$ cat config.mk
export PLATFORM = sky130hd
export DESIGN_NAME = stopwatch_ctrl_flat
export DESIGN_NICKNAME = d
export VERILOG_FILES = /design/src/rtl/stopwatch_defs.sv /design/src/rtl/stopwatch_ctrl_if.sv /design/src/rtl/btn_debounce.sv /design/src/rtl/stopwatch_ctrl.sv /design/src/flat_wrapper.sv
export SDC_FILE = /design/constraint.sdc
export NUM_CORES = 1
export LEC_CHECK = 0
export BUFFER_PORTS_ARGS = -buffer_cell sky130_fd_sc_hd__buf_2
export CAP_MARGIN = 10
export CORE_MARGIN = 2
export CORE_UTILIZATION = 37
export DETAILED_ROUTE_END_ITERATION = 10
export PLACE_DENSITY = 0.62
export SYNTH_ARGS = -nofsm -noshare
export SYNTH_HDL_FRONTEND = slang
export SYNTH_SLANG_ARGS = --single-unit
$ cat constraint.sdc
create_clock -name clk -period 5.3 [get_ports clk]
set_clock_uncertainty 0.05 [all_clocks]
set_input_delay 0.795 -clock clk [delete_from_list [all_inputs] [get_ports clk]]
set_output_delay 0.795 -clock clk [all_outputs]
set_load 0.05 [all_outputs]
$ cat src/rtl/stopwatch_defs.sv
// -----------------------------------------------------------------------------
// stopwatch_defs
//   Definitions shared by the stopwatch control stage and the decade counters.
//   The mode code is the only control word between the two. The counters act
//   on it on every edge where tick is high.
//     MODE_W      width of the mode bus
//     mode_e      IDLE=0, RUN=1, CLEAR=2 (synchronous clear), PAUSE=3.
//                 Codes 4-7 are never driven.
// -----------------------------------------------------------------------------
package stopwatch_defs;

   localparam int MODE_W = 3;

   typedef enum logic [MODE_W-1:0] {
      MODE_IDLE  = 3'd0,
      MODE_RUN   = 3'd1,
      MODE_CLEAR = 3'd2,
      MODE_PAUSE = 3'd3
   } mode_e;

endpackage : stopwatch_defs

$ cat src/rtl/stopwatch_ctrl_if.sv
// -----------------------------------------------------------------------------
// stopwatch_ctrl_if
//   Bundles the button inputs and the control outputs of stopwatch_ctrl.
//     btn_ss   raw start/stop button (asynchronous, active-high)
//     btn_clr  raw clear button (asynchronous, active-high)
//     mode     control code to the decade counter chain
//     tick     one-clk count-enable pulse
//     running  LED: state is RUN
//     paused   LED: state is PAUSE
//   master : the control stage (drives mode/tick/LEDs)
//   slave  : the board / counter side (drives the buttons)
// -----------------------------------------------------------------------------
interface stopwatch_ctrl_if;
   import stopwatch_defs::*;

   logic              btn_ss;
   logic              btn_clr;
   logic [MODE_W-1:0] mode;
   logic              tick;
   logic              running;
   logic              paused;

   modport master (
      input  btn_ss,
      input  btn_clr,
      output mode,
      output tick,
      output running,
      output paused
   );

   modport slave (
      output btn_ss,
      output btn_clr,
      input  mode,
      input  tick,
      input  running,
      input  paused
   );

endinterface : stopwatch_ctrl_if

$ cat src/rtl/btn_debounce.sv
// -----------------------------------------------------------------------------
// btn_debounce
//   Conditions one push-button for the stopwatch control stage. The stages are
//   a 2-flop synchronizer, a stability counter and a press-pulse generator.
//   The debounced level changes only after the synchronized input has differed
//   from it on DB_CYCLES consecutive edges. A one-cycle press pulse is emitted
//   on a debounced 0->1 change only. A clean raw edge produces its press pulse
//   2 + DB_CYCLES edges later.
//   Ports:
//     clk    system clock
//     rst    asynchronous, active-high reset
//     btn    raw button level (asynchronous)
//     press  registered one-cycle pulse on an accepted press
//   Parameters:
//     DB_CYCLES  stable synchronized cycles needed to accept a change (>= 1)
// -----------------------------------------------------------------------------
module btn_debounce #(
   parameter int DB_CYCLES = 250_000
) (
   input  logic clk,
   input  logic rst,
   input  logic btn,
   output logic press
);

   // A 1-bit counter is still needed when DB_CYCLES == 1. In that case the
   // counter only ever holds 0.
   localparam int            CW      = (DB_CYCLES > 1) ? $clog2(DB_CYCLES) : 1;
   localparam logic [CW-1:0] CNT_MAX = CW'(DB_CYCLES - 1);

   logic          sync1;
   logic          sync2;
   logic          level;
   logic [CW-1:0] cnt;

   // NOTE: state flops use non-blocking assignment so that every right-hand side
   // reads the value from before the edge. The synchronizer chain depends on
   // this ordering.
   always_ff @(posedge clk or posedge rst) begin
      if (rst) begin
         sync1 <= 1'b0;
         sync2 <= 1'b0;
         level <= 1'b0;
         cnt   <= '0;
         press <= 1'b0;
      end else begin
         sync1 <= btn;
         sync2 <= sync1;
         press <= 1'b0;
         if (sync2 != level) begin
            if (cnt == CNT_MAX) begin
               level <= sync2;
               cnt   <= '0;
               // A pulse is produced on the accepted rising level only.
               press <= sync2;
            end else begin
               cnt <= cnt + 1'b1;
            end
         end else begin
            // Any agreement restarts the stability window. This rejects bounce.
            cnt <= '0;
         end
      end
   end

endmodule : btn_debounce

$ cat src/rtl/stopwatch_ctrl.sv
// -----------------------------------------------------------------------------
// stopwatch_ctrl
//   Control stage ahead of the decimal seconds counter chain. It has three
//   parts: two debounced buttons, a four-state control FSM, and a prescaler
//   that produces the count-enable tick.
//   Ports:
//     clk  system clock
//     rst  asynchronous, active-high reset
//     sw   stopwatch_ctrl_if.master. It carries btn_ss and btn_clr in, and
//          mode, tick, running and paused out. All outputs are registered.
//   Parameters:
//     DIV        clk cycles per tick period while running (>= 2)
//     DB_CYCLES  debounce length handed to both button conditioners (>= 1)
//   Behaviour:
//     IDLE -ss-> RUN -ss-> PAUSE -ss-> RUN. clr from any state goes to CLEAR,
//     and clr wins over ss. CLEAR lasts one cycle and then returns to IDLE.
//     tick is raised for the CLEAR cycle, so the counters act on mode==CLEAR.
//     While running, the prescaler ticks every DIV enabled cycles. In PAUSE it
//     holds its count, so a resumed period finishes the remainder. In IDLE and
//     CLEAR it is held at 0.
// -----------------------------------------------------------------------------
module stopwatch_ctrl
   import stopwatch_defs::*;
#(
   parameter int DIV       = 50_000_000,
   parameter int DB_CYCLES = 250_000
) (
   input  logic              clk,
   input  logic              rst,
   stopwatch_ctrl_if.master  sw
);

   localparam int            PW      = $clog2(DIV);
   localparam logic [PW-1:0] PRE_MAX = PW'(DIV - 1);

   logic          ss_press;
   logic          clr_press;

   mode_e         state_q;
   mode_e         state_d;
   logic [PW-1:0] pre_q;
   logic [PW-1:0] pre_d;
   logic          pend_q;
   logic          pend_d;
   logic          tick_q;
   logic          tick_d;
   logic          running_q;
   logic          paused_q;

   // ---------------------------------------------------------------- buttons
   btn_debounce #(.DB_CYCLES(DB_CYCLES)) u_db_ss (
      .clk   (clk),
      .rst   (rst),
      .btn   (sw.btn_ss),
      .press (ss_press)
   );

   btn_debounce #(.DB_CYCLES(DB_CYCLES)) u_db_clr (
      .clk   (clk),
      .rst   (rst),
      .btn   (sw.btn_clr),
      .press (clr_press)
   );

   // ------------------------------------------------------- next-state logic
   // NOTE: every signal assigned here gets its default first. Any path that
   // leaves one unassigned would infer a latch.
   always_comb begin
      state_d = state_q;
      case (state_q)
         MODE_IDLE:  if (ss_press) state_d = MODE_RUN;
         MODE_RUN:   if (ss_press) state_d = MODE_PAUSE;
         MODE_PAUSE: if (ss_press) state_d = MODE_RUN;
         MODE_CLEAR: state_d = MODE_IDLE;
         default:    state_d = MODE_IDLE;
      endcase
      // clr overrides everything. This includes a second clr during CLEAR.
      if (clr_press) state_d = MODE_CLEAR;
   end

   // -------------------------------------------------------------- prescaler
   // Each RUN cycle advances the count once, on the edge that ends it.
   // Suppose the period completes on the same edge that enters PAUSE. The tick
   // cannot be shown in PAUSE, so it is held in pend and released on the edge
   // that resumes RUN. This keeps every period at exactly DIV enabled cycles.
   always_comb begin
      pre_d  = pre_q;
      pend_d = pend_q;
      tick_d = 1'b0;
      case (state_d)
         MODE_RUN: begin
            if (state_q == MODE_RUN) begin
               if (pre_q == PRE_MAX) begin
                  pre_d  = '0;
                  tick_d = 1'b1;
               end else begin
                  pre_d = pre_q + 1'b1;
               end
            end else begin
               // Entering RUN from IDLE (count already 0) or from PAUSE (held).
               tick_d = pend_q;
               pend_d = 1'b0;
            end
         end
         MODE_PAUSE: begin
            if (state_q == MODE_RUN) begin
               if (pre_q == PRE_MAX) begin
                  pre_d  = '0;
                  pend_d = 1'b1;
               end else begin
                  pre_d = pre_q + 1'b1;
               end
            end
         end
         MODE_CLEAR: begin
            pre_d  = '0;
            pend_d = 1'b0;
            tick_d = 1'b1;
         end
         default: begin
            pre_d  = '0;
            pend_d = 1'b0;
         end
      endcase
   end

   // -------------------------------------------------------------- registers
   // The outputs are taken from the next state. mode, tick and the LEDs
   // therefore change together on one edge, and no button path reaches an
   // output combinationally.
   always_ff @(posedge clk or posedge rst) begin
      if (rst) begin
         state_q   <= MODE_IDLE;
         pre_q     <= '0;
         pend_q    <= 1'b0;
         tick_q    <= 1'b0;
         running_q <= 1'b0;
         paused_q  <= 1'b0;
      end else begin
         state_q   <= state_d;
         pre_q     <= pre_d;
         pend_q    <= pend_d;
         tick_q    <= tick_d;
         running_q <= (state_d == MODE_RUN);
         paused_q  <= (state_d == MODE_PAUSE);
      end
   end

   assign sw.mode    = state_q;
   assign sw.tick    = tick_q;
   assign sw.running = running_q;
   assign sw.paused  = paused_q;

endmodule : stopwatch_ctrl

$ cat src/flat_wrapper.sv
// flat-port wrapper written by rule: the top's interface ports become plain ports
module stopwatch_ctrl_flat import stopwatch_defs::*;
#(
   parameter int DIV       = 50_000_000,
   parameter int DB_CYCLES = 250_000
)
  (clk, rst, sw_btn_ss, sw_btn_clr, sw_mode, sw_tick, sw_running, sw_paused);
  stopwatch_ctrl_if sw_i ();
  input  logic clk;
  input  logic rst;
  input wire logic [$bits(sw_i.btn_ss)-1:0] sw_btn_ss;
  input wire logic [$bits(sw_i.btn_clr)-1:0] sw_btn_clr;
  output wire logic [$bits(sw_i.mode)-1:0] sw_mode;
  output wire logic [$bits(sw_i.tick)-1:0] sw_tick;
  output wire logic [$bits(sw_i.running)-1:0] sw_running;
  output wire logic [$bits(sw_i.paused)-1:0] sw_paused;
  assign sw_i.btn_ss = sw_btn_ss;
  assign sw_i.btn_clr = sw_btn_clr;
  assign sw_mode = sw_i.mode;
  assign sw_tick = sw_i.tick;
  assign sw_running = sw_i.running;
  assign sw_paused = sw_i.paused;
  stopwatch_ctrl #(.DIV(DIV), .DB_CYCLES(DB_CYCLES)) u_core (.clk(clk), .rst(rst), .sw(sw_i));
endmodule
**After elaboration in Yosys (flattened, before gate mapping)**

Cells that the tools add are included.

- Memories kept: 0
- Bits in read-only memories: 0
- Bits in writable memories: 0
- Register bits after elaboration: 77
- Latch bits: 0
- Output and inout bits: 6

- Shift-type cells: 0
- Equality and inequality tests: 14
- Reductions and logical operators: 6
- Mux-type cells: 22
- $add $sub $neg: 3
- Order comparisons: 0
- Multipliers: 0
- Divide/modulo/power cells: 0
- Bitwise operators: 0

Operator list:

| operator | count |
|---|---|
| 26-bit two-way mux | 3 |
| 18-bit two-way mux | 4 |
| 18-bit by 1-bit adder with 18-bit output (second input constant) | 2 |
| 18-bit equality test (second input constant) | 2 |
| 26-bit by 1-bit adder with 26-bit output (second input constant) | 1 |
| 26-bit equality test (second input constant) | 1 |
| 3-bit by 2-bit equality test with 1-bit output (second input constant) | 3 |
| 1-bit two-way mux | 9 |
| 3-bit two-way mux | 3 |
| 3-bit by 1-bit equality test with 1-bit output (second input constant) | 2 |
| 2-bit by 1-bit inequality test with 1-bit output (second input constant) | 3 |
| 3-bit one-hot mux with 2 select lines | 1 |
| 1-bit one-hot mux with 2 select lines | 2 |
| 2-bit AND reduction | 2 |
| 2-bit OR reduction | 2 |
| 3-bit logical NOT | 1 |
| 3-bit AND reduction | 1 |
| 1-bit inequality test | 2 |
| 2-bit inequality test (second input constant) | 1 |

**Logic depth before layout (Yosys ltp)**

Gate-level depths: netlist of run 1.

- Depth in word-level cells: 7
- Depth in mapped cells: 7

**Modules after synthesis**

From an unflattened synthesis of run 1, not the netlist that was laid out.

- Cell total of the unflattened synthesis: 390
- Area total of the unflattened synthesis: 3976.3 µm²

By module, submodules not included:

| module | area an instance (µm²) | cells an instance | instances |
|---|---|---|---|
| btn_debounce | 1047.3 | 99 | 2 |
| stopwatch_ctrl | 1881.8 | 192 | 1 |

**Worst setup path after synthesis of run 1**

OpenSTA, ideal clock, no wires.

- Path type: flip-flop to flip-flop
- Start point: register u_core.state_q[1] (netlist: u_core.sw.mode[1])
- End point: register u_core.pre_q[19]
- Data required time: 5.172 ns
- Stages on the path, launching flop included: 7
- Data arrival time: 2.144 ns
- Path buffers: 1
- Slack: 3.029 ns
- Cells stage by stage: dfrtp_1 > or3b_2 > a21boi_4 > or4_1 > buf_2 > or3_1 > a21oi_1

- Cells in the longest elaborated chain, start to end: 7

RTL lines:

| what | line | source |
|---|---|---|
| from (decl) | stopwatch_ctrl.sv:39 | `mode_e state_q;` |
| from (signal assigned) | stopwatch_ctrl.sv:140 | `state_q <= state_d;` |
| 3-bit by 2-bit equality test with 1-bit output or 3-bit logical NOT (tied branches) | stopwatch_ctrl.sv:70 | `case (state_q)` |
| 2-bit OR reduction (no source line) | - |  |
| 3-bit one-hot mux with 2 select lines | stopwatch_ctrl.sv:70 |  |
| 3-bit two-way mux | stopwatch_ctrl.sv:78 | `if (clr_press) state_d = MODE_CLEAR;` |
| 3-bit by 2-bit equality test with 1-bit output or 3-bit by 1-bit equality test with 1-bit output (tied branches) | stopwatch_ctrl.sv:90 | `case (state_d)` |
| 2-bit OR reduction (no source line) | - |  |
| 2-bit by 1-bit inequality test with 1-bit output (no source line) or 26-bit two-way mux (tied branches) | - |  |
| to (signal assigned) | stopwatch_ctrl.sv:141 | `pre_q <= pre_d;` |
| to (decl) | stopwatch_ctrl.sv:41 | `logic [PW-1:0] pre_q;` |

Several ways; a longest one is shown, not always the timed one.
A chain may end at the register's enable or synchronous reset.

**Worst setup path after layout of run 1**

- Start point: register u_core.state_q[1] (netlist: u_core.sw.mode[1])
- End point: register u_core.pre_q[25]

The elaborated chain is that of the path after synthesis.

==> results of run 1 <==
-- where the power goes --
part	internal, mW	switching [mW]	leakage (nW)
combinational	0.00617	0.0205	0.569
sequential	0.593	0.00521	1.06
clock	0.244	0.227	0.110
total	0.843	0.253	1.74
-- kinds of logic (layout without fill, tap and decap cells) --
| logic type | count (synthesis) | after routing |
|---|---|---|
| mux | 2 | 2 |
| fa+ha+maj | 3 | 3 |
| flops | 77 | 77 |
| other cells | 1 | 1 |
| simple gates | 209 | 209 |
| compound gates | 31 | 31 |
| buf+inv | 15 | 33 |
| xor+xnor | 44 | 44 |
-- routing by layer --
layer	wire length, um	global-route usage
met2	3250	0.211
met5	0	0
met3	151	0.0268
met1	3710	0.202
met4	133	0.0676
-- final cells by class --
| class | instances | area, um^2 | share of cell area |
|---|---|---|---|
| multi-input cells | 290 | 1750 | 0.423 |
| repair buffers | 11 | 60.1 | 0.0145 |
| well taps | 133 | 166 | 0.0403 |
| inverters | 6 | 23.8 | 0.00575 |
| clock buffers | 11 | 151 | 0.0366 |
| flip-flops and latches | 77 | 1930 | 0.466 |
| clock inverters | 5 | 57.6 | 0.0139 |
-- path summary, 6_finish.rpt --
path | startpoint | end | slack (ns) | cells after the start
worst max-delay path | u_core.sw.mode[1]$_DFF_PP0_ | u_core.pre_q[25]$_DFFE_PP0P_ | 2.89 | 5
worst min-delay path | rst | u_core.u_db_ss.cnt[13]$_DFF_PP0_ | 0.30 | 2
worst max register to register | u_core.sw.mode[1]$_DFF_PP0_ | u_core.pre_q[25]$_DFFE_PP0P_ | 2.89 | 5
worst min register to register | u_core.u_db_clr.sync1$_DFF_PP0_ | u_core.u_db_clr.sync2$_DFF_PP0_ | 0.30 | 0
max in group asynchronous | rst | u_core.u_db_clr.cnt[6]$_DFF_PP0_ | 3.84 | 3
min in group clk | u_core.u_db_clr.sync1$_DFF_PP0_ | u_core.u_db_clr.sync2$_DFF_PP0_ | 0.30 | 0
-- cells in the mapped netlist, types with 3 or more instances --
master                     number  share of area
sky130_fd_sc_hd__o21ai_0       11          0.015
sky130_fd_sc_hd__nor3b_1        3         0.0060
sky130_fd_sc_hd__nor2_1        55          0.055
sky130_fd_sc_hd__nand2_1       35          0.035
sky130_fd_sc_hd__and3_1         9          0.015
sky130_fd_sc_hd__inv_1          6         0.0060
sky130_fd_sc_hd__ha_1           3          0.010
sky130_fd_sc_hd__xor2_1        22          0.052
sky130_fd_sc_hd__nand3_1       29          0.039
sky130_fd_sc_hd__or3_1          8          0.013
sky130_fd_sc_hd__nor3_1        10          0.013
sky130_fd_sc_hd__nor4_1        12          0.020
sky130_fd_sc_hd__xnor2_1       22          0.052
sky130_fd_sc_hd__and4_1         7          0.016
sky130_fd_sc_hd__nor2b_1        3         0.0050
sky130_fd_sc_hd__nand2b_1       3         0.0050
sky130_fd_sc_hd__nand4_1       14          0.023
sky130_fd_sc_hd__a21oi_1        8          0.011
sky130_fd_sc_hd__dfrtp_1       77           0.52
sky130_fd_sc_hd__nor4b_1        4         0.0094
sky130_fd_sc_hd__clkbuf_1       4         0.0040
sky130_fd_sc_hd__or4_1          7          0.014
-- metrics by stage --
step | instance area (um^2) | std cells | total power, mW | worst slack [ns]
floorplan | 3740 | 382 | 0.628 | 2.49
global placement | 3920 | 517 | 0.637 | 3.04
detailed placement | 3920 | 517 | 0.637 | 2.92
CTS | 4130 | 533 | 1.11 | 2.90
global route | 4130 | 533 | 1.14 | 2.72
finish | 4130 | 533 | 1.10 | 2.89
-- critical path: cells and delay by family (launching register included) --
family | cells | cell delay [ns]
AND/OR/NAND/NOR | 2 | 0.92
flip-flops | 1 | 0.47
AO/OA/AOI/OAI | 3 | 0.89
-- sequential cells by signal (all words and copies together), names as in the netlist --
| register | cells |
|---|---|
| u_core.pend_q | 1 |
| u_core.sw.mode | 3 |
| u_core.u_db_clr.sync2 | 1 |
| u_core.u_db_ss.level | 1 |
| u_core.u_db_ss.sync2 | 1 |
| u_core.pre_q | 26 |
| u_core.u_db_clr.cnt | 18 |
| u_core.u_db_clr.press | 1 |
| u_core.u_db_ss.press | 1 |
| u_core.u_db_ss.sync1 | 1 |
| u_core.u_db_clr.level | 1 |
| u_core.u_db_ss.cnt | 18 |
| u_core.sw.paused | 1 |
| u_core.sw.running | 1 |
| u_core.sw.tick | 1 |
| u_core.u_db_clr.sync1 | 1 |
==> results summary, run 1 <==
Along the worst path, the maximum fanout reaches 28. The required time of the worst setup path is 5.52 ns. The startpoint type of the worst setup path is a register. The total length of routed wires came out at 7240 um. Setup violations remaining at the end of the flow were counted as 0. Measured against its own limit, the worst slew margin works out to 0.447.

The achievable frequency is 414 MHz. Entering global routing, the biggest net connects 66 pins. The fraction of final layout cells with drive strength greater than 1 came out at 0.0925. The count of buffers inserted at the top-level ports is 9. The worst-skew pair later-pin latency is between 0.3 and 0.4 ns. The cell area that synthesis handed to floorplanning was 3740 um^2.

The xor/xnor share of the synthesized area is 0.103. The cell count after synthesis came out at 382. The wire length of the first global-routing pass came out at around 13000 um. In the finished design, the share of the clock period the worst path needs comes to 0.456. The share of cell area taken by muxes after synthesis is 0.00602. The simple-gate portion of the synthesized area is 0.292. Once layout is complete, the utilization of the core stands at 0.423. The starting density of the core is 0.383. On the critical path, the stage with the largest delay is an instance of sky130_fd_sc_hd__a21boi_4. The count of max-cap constraint violations is 0. The leading cell type in the layout, fill and taps excluded is sky130_fd_sc_hd__dfrtp_1. In the layout the commonest cells are sky130_fd_sc_hd__dfrtp_1, sky130_fd_sc_hd__nor2_1, sky130_fd_sc_hd__nand2_1. The post-detailed-placement half-perimeter wirelength is 4720 um.

The number of flip-flops and latches in the synthesized netlist came out at between 70 and 80. The starting DRC count in detailed routing is 165. The number of setup buffers added after CTS is 0. The master cell of the clock root buffer is sky130_fd_sc_hd__clkbuf_8. The post-route minimum period is 2.41 ns. The final number of hold-violating endpoints is 0. The total core area is 9770 um^2. 0 antenna diodes ended up in the layout. The endpoint arrival time on the critical path is between 2 and 3 ns. The Yosys warning count is 0.

The number of buffers on the longest clock path came out at 2. The number of fillers in the final layout is 977. Buffers inserted during clock tree synthesis total 9.

The number of sinks handled by clock tree synthesis came out at 77. For this run, the leading register cell type out of synthesis is sky130_fd_sc_hd__dfrtp_1. The final max-slew violation count came to 0. The number of buffers inserted by hold repair at cts is 0. The number of levels the H-tree was split into came out at 3. The leakage power summed over all cells is about 1.7 nW. In this run the horizontal extent of the chip is 105 um. The flow ran to the end, and the final reports show no timing, DRC or antenna violations. The number of antenna violations at the first check in global routing was 0. The floorplan step set the die height to 105 um. The number of global-route vias before repair is 2591. The worst setup path is captured at a register. The synthesized-area fraction occupied by ao, oa, aoi and oai cells was 0.0549. The adder and majority gate portion of the synthesized area is 0.0100. The number of enable-type register cells in the synthesized netlist came out at 0. The count of different cell masters after synthesis is 46. The critical path is of the reg -> reg type. The total negative slack came out at 0 ns. The number of top-level pins came out at 10. The detailed-route DRC error count is 0.

The path class of the tightest hold or removal check is in -> async. The measured slew at the worst slew-check pin came out at between 0.8 and 0.9 ns. The share of the Yosys chip area taken by registers is 0.515.

In the global route stage, overall resource usage came out at 0.143. The final antenna-violating net count is 0. The congestion estimate from routability-driven global placement came to 0.809. The count of vias placed by the detailed router is ~2800. The detail-routed net length per standard cell came out at 13.6 um. The cell area power density came out at about 270 nW/um^2. By area, the combinational part of the netlist is dominated by simple AND/OR/NAND/NOR gates.

The mean cell area of the mapped netlist is 9.79 um^2. The area overhead of the layout relative to synthesis is 10.5%. TritonCTS built the clock tree. The delay of the slowest cell on the worst path is 0.61 ns. The full die area is around 11000 um^2. The signal on the critical path passes through or3b_2 > a21boi_4 > or4_1 > o21ai_0 > a21oi_1. The detailed-routing iteration count for the pre-antenna-repair pass is 4.

Setup repair after global routing left no endpoint under its margin. The floorplan row count is 36. The clock input transition at the sequential cells of the worst setup and hold paths is roughly 0.090 ns. The final-stage net count came out at 402. The overflow left after global routing is 0. The worst hold slack after final layout came out at 0.298 ns. The detail-routed via count per cell is 5.18. The post-synth net total is 389. The quantity of gates resized following cts is 0. The share of synthesized flip-flops with an asynchronous set or reset came out at 1.00.

The worst-case IR drop observed on VDD is 0.147 mV.
Note: power is estimated with default switching activity, not from simulation.
==> inputs of run 2 (changes only) <==
PLACE_DENSITY = 0.64   (was 0.62)
clock period = 2 ns   (was 5.3 ns; I/O delays follow)
==> results summary, run 2 (synthesis results as in run 1) <==
The post-detailed-placement half-perimeter wirelength is 5000 um (+5.9%). The total inserted antenna cells is 0 (unchanged). The worst-skew pair later-pin latency is 0.35 ns (about the same).

The delay of the slowest cell on the worst path came to 0.40 ns (-0.21 ns). The fraction of final layout cells with drive strength greater than 1 came out at 0.194 (+0.101). The final-stage net count was 441 (+9.7%). The number of levels the H-tree was split into was 3 (unchanged). The leading cell type in the layout, fill and taps excluded is sky130_fd_sc_hd__dfrtp_1. The count of buffers inserted at the top-level ports came out at 9 (unchanged). The achievable frequency came out at 516 MHz (+25%). The overflow left after global routing was 0 (unchanged). The count of vias placed by the detailed router is 2934 (+6.3%). The final instance area came to 4590 um^2 (+11%). The clock input transition at the sequential cells of the worst setup and hold paths was 0.09 ns (about the same).

The part of the power in combinational logic came out at 0.026 (+0.002). The detail-routed net length per standard cell came out at 13.2 um (-2.9%). The critical path goes through ha_2 > and3_4 > buf_4 > nand2_1 > nor4_2 > buf_4 > a31oi_1 > a211oi_1.

The total internal power came out at 2.49 mW (+200%). The kind of end point of the critical path is a register. The total placed cells including tap cells is 549 (+6.2%). The switching share of power came to 0.201 (-0.0299). The number of buffers on the longest clock path came out at 2 (unchanged). TritonCTS built the clock tree. The leakage power summed over all cells is 1.96 nW (+13%). The detailed-route DRC error count came to 0 (unchanged).

The peak ir drop on the vdd network came out at 0.407 mV (+180%). The weighted congestion reported at the end of routability-driven placement is 0.840 (+3.8%). The master cell of the clock root buffer is sky130_fd_sc_hd__clkbuf_8. STA classifies the critical path startpoint as a register. The full die area came out at 10900 um^2 (unchanged). The pin count of the biggest net entering global routing is 78 (+18%).

The clock power share came out at 0.466 (+0.036). In the layout the commonest cells are sky130_fd_sc_hd__dfrtp_1, sky130_fd_sc_hd__nor2_1, sky130_fd_sc_hd__buf_4. Relative to the synthesized area, the layout overhead comes to 22.6%. The final standard cell utilization of the core came out at 0.469 (+0.0465).

The final antenna-violating net count came out at 0 (unchanged). The cell count of the worst reg-to-reg path was 8 (+3). The number of global-route vias before repair is 2931 (+13%). The fraction of the cycle the final worst path needs was 0.968 (+0.513).

The critical path is of the reg -> reg type. Setup repair after global routing could not meet its margin everywhere. The largest registers in the layout are u_core.pre_q: 26 flops, u_core.u_db_clr.cnt: 18 flops, u_core.u_db_ss.cnt: 18 flops. The slowest stage of the critical path belongs to the cell sky130_fd_sc_hd__dfrtp_1.

The total core area is 9770 um^2 (unchanged). The total negative slack came to 0 ns (unchanged). The die extent in x came out at 105 um (unchanged). The fraction of power consumed by sequential logic was 0.508 (-0.038). The tightest min-delay check is of the in -> async type. The area taken by flip-flops and latches was 1930 um^2 (+0.19%). The count of placed standard cells in the final layout, fillers left out was 572 (+7.3%).

The endpoint arrival time on the critical path was 2.15 ns (-0.49 ns). The starting density of the core came out at 0.383 (unchanged). The detail-routed via count per cell came out at 5.13 (-0.91%).

The final max-slew violation count came out at 0 (unchanged). The required time of the worst setup path came out at 2.21 ns (-3.31 ns). The run finished with clean final reports. The starting DRC count in detailed routing came out at 134 (-19%). Ranked by flip-flop count, first place goes to u_core.pre_q. The total setup violations reported at the end of the flow is 0 (unchanged).

The post-route minimum period is 1.94 ns (-0.478 ns). The number of top-level pins is 10 (unchanged). The multi-input combinational cell area was 1830 um^2 (+4.5%). The worst hold slack after final layout is 0.000259 ns (-0.297 ns).

The aggregate global-route resource usage was 0.148 (+0.00500). The placed cell area is 4210 um^2 (+7.4%). The power spent charging and discharging nets was 0.626 mW (+150%). The number of buffers created by CTS was 9 (unchanged).

The number of fillers in the final layout came out at 916 (-6.2%). The floorplan row count is 36 (unchanged). The cell area power density is 680 nW/um^2 (+160%). The post-layout total power is 3.12 mW (+180%). The flip-flop count of the largest register, all copies and words added was 26 (unchanged). Among the stages of the critical path, the cell type that occurs most often is sky130_fd_sc_hd__buf_4.

The total length of routed wires is 7550 um (+4.2%). The final critical-path setup slack was 0.0633 ns (-2.82 ns). The final number of hold-violating endpoints was 0 (unchanged). The detailed-routing iteration count for the pre-antenna-repair pass is 4 (unchanged). The number of sinks handled by clock tree synthesis is 77 (unchanged).

The number of antenna violations at the first check in global routing is 0 (unchanged). The maximum fanout along the worst path came to 5 (-82%). The wire length of the first global-routing pass came out at 13300 um (+4.3%). The count of max-cap constraint violations is 0 (unchanged). The setup slack after placement is -0.0730 ns (-3.00 ns). The die span in y came to 105 um (unchanged).
[run 2: changes by cell type in the layout (fill, tap and decap cells not counted), moves of 2 or more]
| cell | previous run | this run |
|---|---|---|
| sky130_fd_sc_hd__dfrtp_2 | 0 | 3 |
| sky130_fd_sc_hd__or4_4 | 0 | 2 |
| sky130_fd_sc_hd__bufinv_16 | 1 | 3 |
| sky130_fd_sc_hd__nor4_1 | 12 | 9 |
| sky130_fd_sc_hd__clkinv_2 | 3 | 1 |
| sky130_fd_sc_hd__dfrtp_1 | 77 | 74 |
| sky130_fd_sc_hd__buf_12 | 0 | 3 |
| sky130_fd_sc_hd__nor4_2 | 0 | 2 |
| sky130_fd_sc_hd__dlygate4sd3_1 | 0 | 2 |
| sky130_fd_sc_hd__buf_4 | 2 | 35 |
[run 2: final timing paths]
| check | from | endpoint | slack [ns] |
|---|---|---|---|
| hold / removal | rst | u_core.u_db_ss.cnt[13]$_DFF_PP0_ | 0.0003 |
| min in group clk | u_core.u_db_clr.sync1$_DFF_PP0_ | u_core.u_db_clr.sync2$_DFF_PP0_ | 0.30 |
| max in group asynchronous | rst | u_core.sw.mode[1]$_DFF_PP0_ | 1.55 |
| hold reg to reg | u_core.u_db_clr.sync1$_DFF_PP0_ | u_core.u_db_clr.sync2$_DFF_PP0_ | 0.30 |
| setup / recovery | u_core.pre_q[0]$_DFFE_PP0P_ | u_core.pend_q$_DFFE_PP0P_ | 0.06 |
| setup reg to reg | u_core.pre_q[0]$_DFFE_PP0P_ | u_core.pend_q$_DFFE_PP0P_ | 0.06 |
[run 2: power groups by stage]
| stage | Sequential, mW | Clock [mW] | Combinational, mW |
|---|---|---|---|
| after floorplan | 1.62 | 0 | 0.0489 |
| after global placement | 1.61 | 0 | 0.0818 |
| after detailed placement | 1.61 | 0 | 0.0828 |
| after CTS | 1.58 | 1.50 | 0.0861 |
| after global routing | 1.59 | 1.56 | 0.0965 |
| final | 1.58 | 1.45 | 0.0820 |
[run 2: worst max-delay path: cells and delay by family, from the launching register on]
kind | cells | cell delay [ns]
and+or+nand+nor | 3 | 0.60
DFF | 1 | 0.40
buffers and inverters | 2 | 0.30
AOI/OAI and AO/OA | 2 | 0.27
adders and majority gates | 1 | 0.23
[run 2: per-layer routing]
| layer | track usage | routed length, um | share of wire | vias up |
|---|---|---|---|---|
| met5 | 0 | 0 | 0 | - |
| met4 | 0.0627 | 121 | 0.016 | 0 |
| met3 | 0.0343 | 276 | 0.037 | 10 |
| met2 | 0.238 | 3690 | 0.49 | 50 |
| met1 | 0.190 | 3460 | 0.46 | 1421 |
| li1 | - | - | - | 1453 |
[run 2: cell type report]
class / count / share of cell area
repair buffers: 49 / 0.0846
well taps: 133 / 0.0363
multi-input cells: 291 / 0.398
clock buffers: 12 / 0.0338
clock inverters: 4 / 0.0207
flip-flops and latches: 77 / 0.421
inverters: 6 / 0.00573
[run 2: repair_timing]
item	4_1_cts	5_1_grt
gates resized for setup	2	12
gates cloned	0	1
hold buffers	2	0
hold endpoints to repair	2	0
setup buffers	2	2
pin swaps	1	4
setup endpoints to repair	18	23
==> inputs of run 3 (changes only) <==
CORE_UTILIZATION = 45   (was 37)
PLACE_DENSITY = 0.73   (was 0.64)
==> results summary, run 3 (synthesis results as in run 1) <==
The run finished, with violations left. The final reports fail on setup timing. Headroom to the max-slew limit came out at 0.602. The path class of the lowest-slack min-delay path is reg -> reg. The wire length of the first global-routing pass is 13400 um (+1.2%). The fraction of the cycle the final worst path needs is 1.00 (+0.0367). The total core area came out at 8130 um^2 (-17%). The post-detailed-placement half-perimeter wirelength is 5510 um (+10%). The clock input transition at the sequential cells of the worst setup and hold paths is 0.09 ns (about the same). The die span in y came out at 95.2 um (-9.0%).

The overflow left after global routing was 0 (unchanged). The cell count of the worst reg-to-reg path came out at 5 (-3). The destination of the worst register-to-register timing path is u_core.pre_q[19]$_DFFE_PP0P_.

The die extent in x is 95.2 um (-9.0%). The post-route minimum period was 2.01 ns (+0.0733 ns). The number of fillers in the final layout came out at 678 (-26%). The endpoint of the worst hold-timing path is u_core.u_db_clr.sync2$_DFF_PP0_. The full die area came to 9060 um^2 (-17%). The number of buffers on the longest clock path came out at 2 (unchanged). The maximum fanout along the worst path is 10 (+5). The peak ir drop on the vdd network is 0.579 mV (+42%). The final number of hold-violating endpoints came out at 0 (unchanged). The number of top-level pins was 10 (unchanged). The area overhead of the layout relative to synthesis is 24.1%. The flip-flop count of the largest register, all copies and words added is 26 (unchanged). The achievable frequency is 498 MHz (-3.6%). The detailed-route DRC error count is 0 (unchanged). TritonCTS built the clock tree. The total setup violations reported at the end of the flow came out at 2 (+2). The total length of routed wires is 8240 um (+9.1%). The weighted congestion reported at the end of routability-driven placement is 0.933 (+11%). met2 is the most crowded layer. The number of sinks handled by clock tree synthesis came to 77 (unchanged). The master cell of the clock root buffer is sky130_fd_sc_hd__clkbuf_8. The worst setup slack for register-to-register paths is -0.01 ns (-0.07 ns). The fraction of final layout cells with drive strength greater than 1 came out at 0.212 (+0.0180).

In the layout the commonest cells are sky130_fd_sc_hd__dfrtp_1, sky130_fd_sc_hd__nor2_1, sky130_fd_sc_hd__buf_4. The number of buffers created by CTS came out at 9 (unchanged). The aggregate global-route resource usage came out at 0.189 (+0.0410). Setup repair after global routing could not meet its margin everywhere. The largest registers in the layout are u_core.pre_q: 26 flops, u_core.u_db_clr.cnt: 18 flops, u_core.u_db_ss.cnt: 18 flops. The count of max-cap constraint violations came to 0 (unchanged).

The library cell used most frequently in the layout, excluding fill and tap cells, is sky130_fd_sc_hd__dfrtp_1. The worst hold path begins at u_core.u_db_clr.sync1$_DFF_PP0_. The starting DRC count in detailed routing is 148 (+10%). The final-stage net count was 451 (+2.3%).

The worst hold path was traced through 0 stages. The number of global-route vias before repair was 3041 (+3.8%). The final max-slew violation count came out at 0 (unchanged).

The global-route met2 utilization is 0.325 (+0.0864). The met3 track utilization from global routing came out at 0.0538 (+0.0194). The multi-input combinational cell area was 1850 um^2 (+1.2%).

The final critical-path setup slack came out at -0.00996 ns (-0.0733 ns). The detailed-routing iteration count for the pre-antenna-repair pass came out at 4 (unchanged). The cell area power density came out at 645 nW/um^2 (-5.2%).

The met1 global-route usage is 0.225 (+0.0348). The area taken by flip-flops and latches came out at 1930 um^2 (unchanged). The detail-routed net length per standard cell came out at 14.9 um (+13%). The register containing the most flip-flops in the final layout is u_core.pre_q. The starting density of the core came out at 0.460 (+0.0772). The measured slew at the worst slew-check pin came out at about 0.60 ns.

The number of antenna violations at the first check in global routing came out at 0 (unchanged). The path type of the worst setup path is reg -> reg. The number of levels the H-tree was split into is 3 (unchanged).

STA classifies the critical path startpoint as a register. The detail-routed via count per cell came out at 5.51 (+7.4%). The count of vias placed by the detailed router is 3052 (+4.0%). The pin count of the biggest net entering global routing is 29 (-63%). The total inserted antenna cells is 0 (unchanged). The floorplan row count came to 33 (-8.3%).

The kind of end point of the critical path is a register. The final antenna-violating net count is 0 (unchanged). The required time of the worst setup path is 2.22 ns (about the same).

The final standard cell utilization of the core is 0.571 (+0.101). The worst-skew pair later-pin latency came out at 0.35 ns (about the same). The post-layout total power came out at 2.99 mW (-4.1%). The endpoint arrival time on the critical path came out at 2.23 ns (+0.08 ns).

The worst register-to-register path begins at u_core.pre_q[8]$_DFFE_PP0P_. The count of buffers inserted at the top-level ports came to 9 (unchanged). The leakage power summed over all cells came out at 2.00 nW (+2.0%).
run 3: per-layer routing:
layer | wire length [um] | up-vias
li1 | - | 1476
met1 | 3640 | 1503
met2 | 4190 | 61
met3 | 250 | 12
met4 | 153 | 0
met5 | 0 | -
run 3: area by class of cell:
cell class | count | share of cell area
multi-input combinational | 291 | 0.398
timing repair buffer | 59 | 0.104
sequential | 77 | 0.416
clock inverter | 5 | 0.0181
inverter | 6 | 0.00566
clock buffer | 11 | 0.0305
tap | 105 | 0.0283
run 3: worst max-delay path, cell delays in order, from the launching register on:
cell and delay, ns:
sky130_fd_sc_hd__dfrtp_1 0.42, sky130_fd_sc_hd__and4_4 0.25, sky130_fd_sc_hd__nand4_1 0.13, sky130_fd_sc_hd__or4_4 0.56
sky130_fd_sc_hd__or3_1 0.38, sky130_fd_sc_hd__a21oi_1 0.15
run 3: how the worst max path moves through the flow:
stage	startpoint	end	slack [ns]	cells past startpoint
3_5_place_dp	u_core.pre_q[8]$_DFFE_PP0P_	u_core.pre_q[19]$_DFFE_PP0P_	-0.10	5
3_3_place_gp	u_core.pre_q[8]$_DFFE_PP0P_	u_core.pre_q[19]$_DFFE_PP0P_	0.02	5
5_1_grt	u_core.pre_q[11]$_DFFE_PP0P_	u_core.pend_q$_DFFE_PP0P_	-0.07	7
6_report	u_core.pre_q[8]$_DFFE_PP0P_	u_core.pre_q[19]$_DFFE_PP0P_	-0.01	5
4_1_cts	u_core.pre_q[7]$_DFFE_PP0P_	u_core.pre_q[12]$_DFFE_PP0P_	0.006	6
2_1_floorplan	u_core.pre_q[7]$_DFFE_PP0P_	u_core.pre_q[21]$_DFFE_PP0P_	0.007	7
run 3: stage by stage:
stage | worst slack [ns] | TNS, ns | hold WS, ns | area [um^2] | instances
final | -0.00996 | -0.0162 | 0.311 | 4640 | 554
after global routing | -0.0682 | -0.495 | 0.316 | 4640 | 554
after CTS | 0.00568 | 0 | 0.314 | 4570 | 550
after detailed placement | -0.101 | -0.955 | 0.292 | 4240 | 528
after global placement | 0.0212 | 0 | 0.282 | 4240 | 528
after floorplan | 0.00661 | 0 | 0.281 | 3760 | 382
run 3: repair_timing:
action                                  in CTS  in global routing
pin swaps                                    3                  4
cloned                                       1                  0
endpoints found under the hold margin       25                  0
endpoints found under the setup margin      19                 22
gates resized for setup                      7                  9
hold buffers                                 3                  0
buffers inserted                             2                  4
run 3: power breakdown:
group / leakage (nW) / internal, mW / switching, mW / total [mW]
clock: 0.106 / 0.740 / 0.577 / 1.32
combinational: 0.840 / 0.0342 / 0.0588 / 0.0930
sequential: 1.06 / 1.57 / 0.0132 / 1.58
total: 2.00 / 2.34 / 0.649 / 2.99
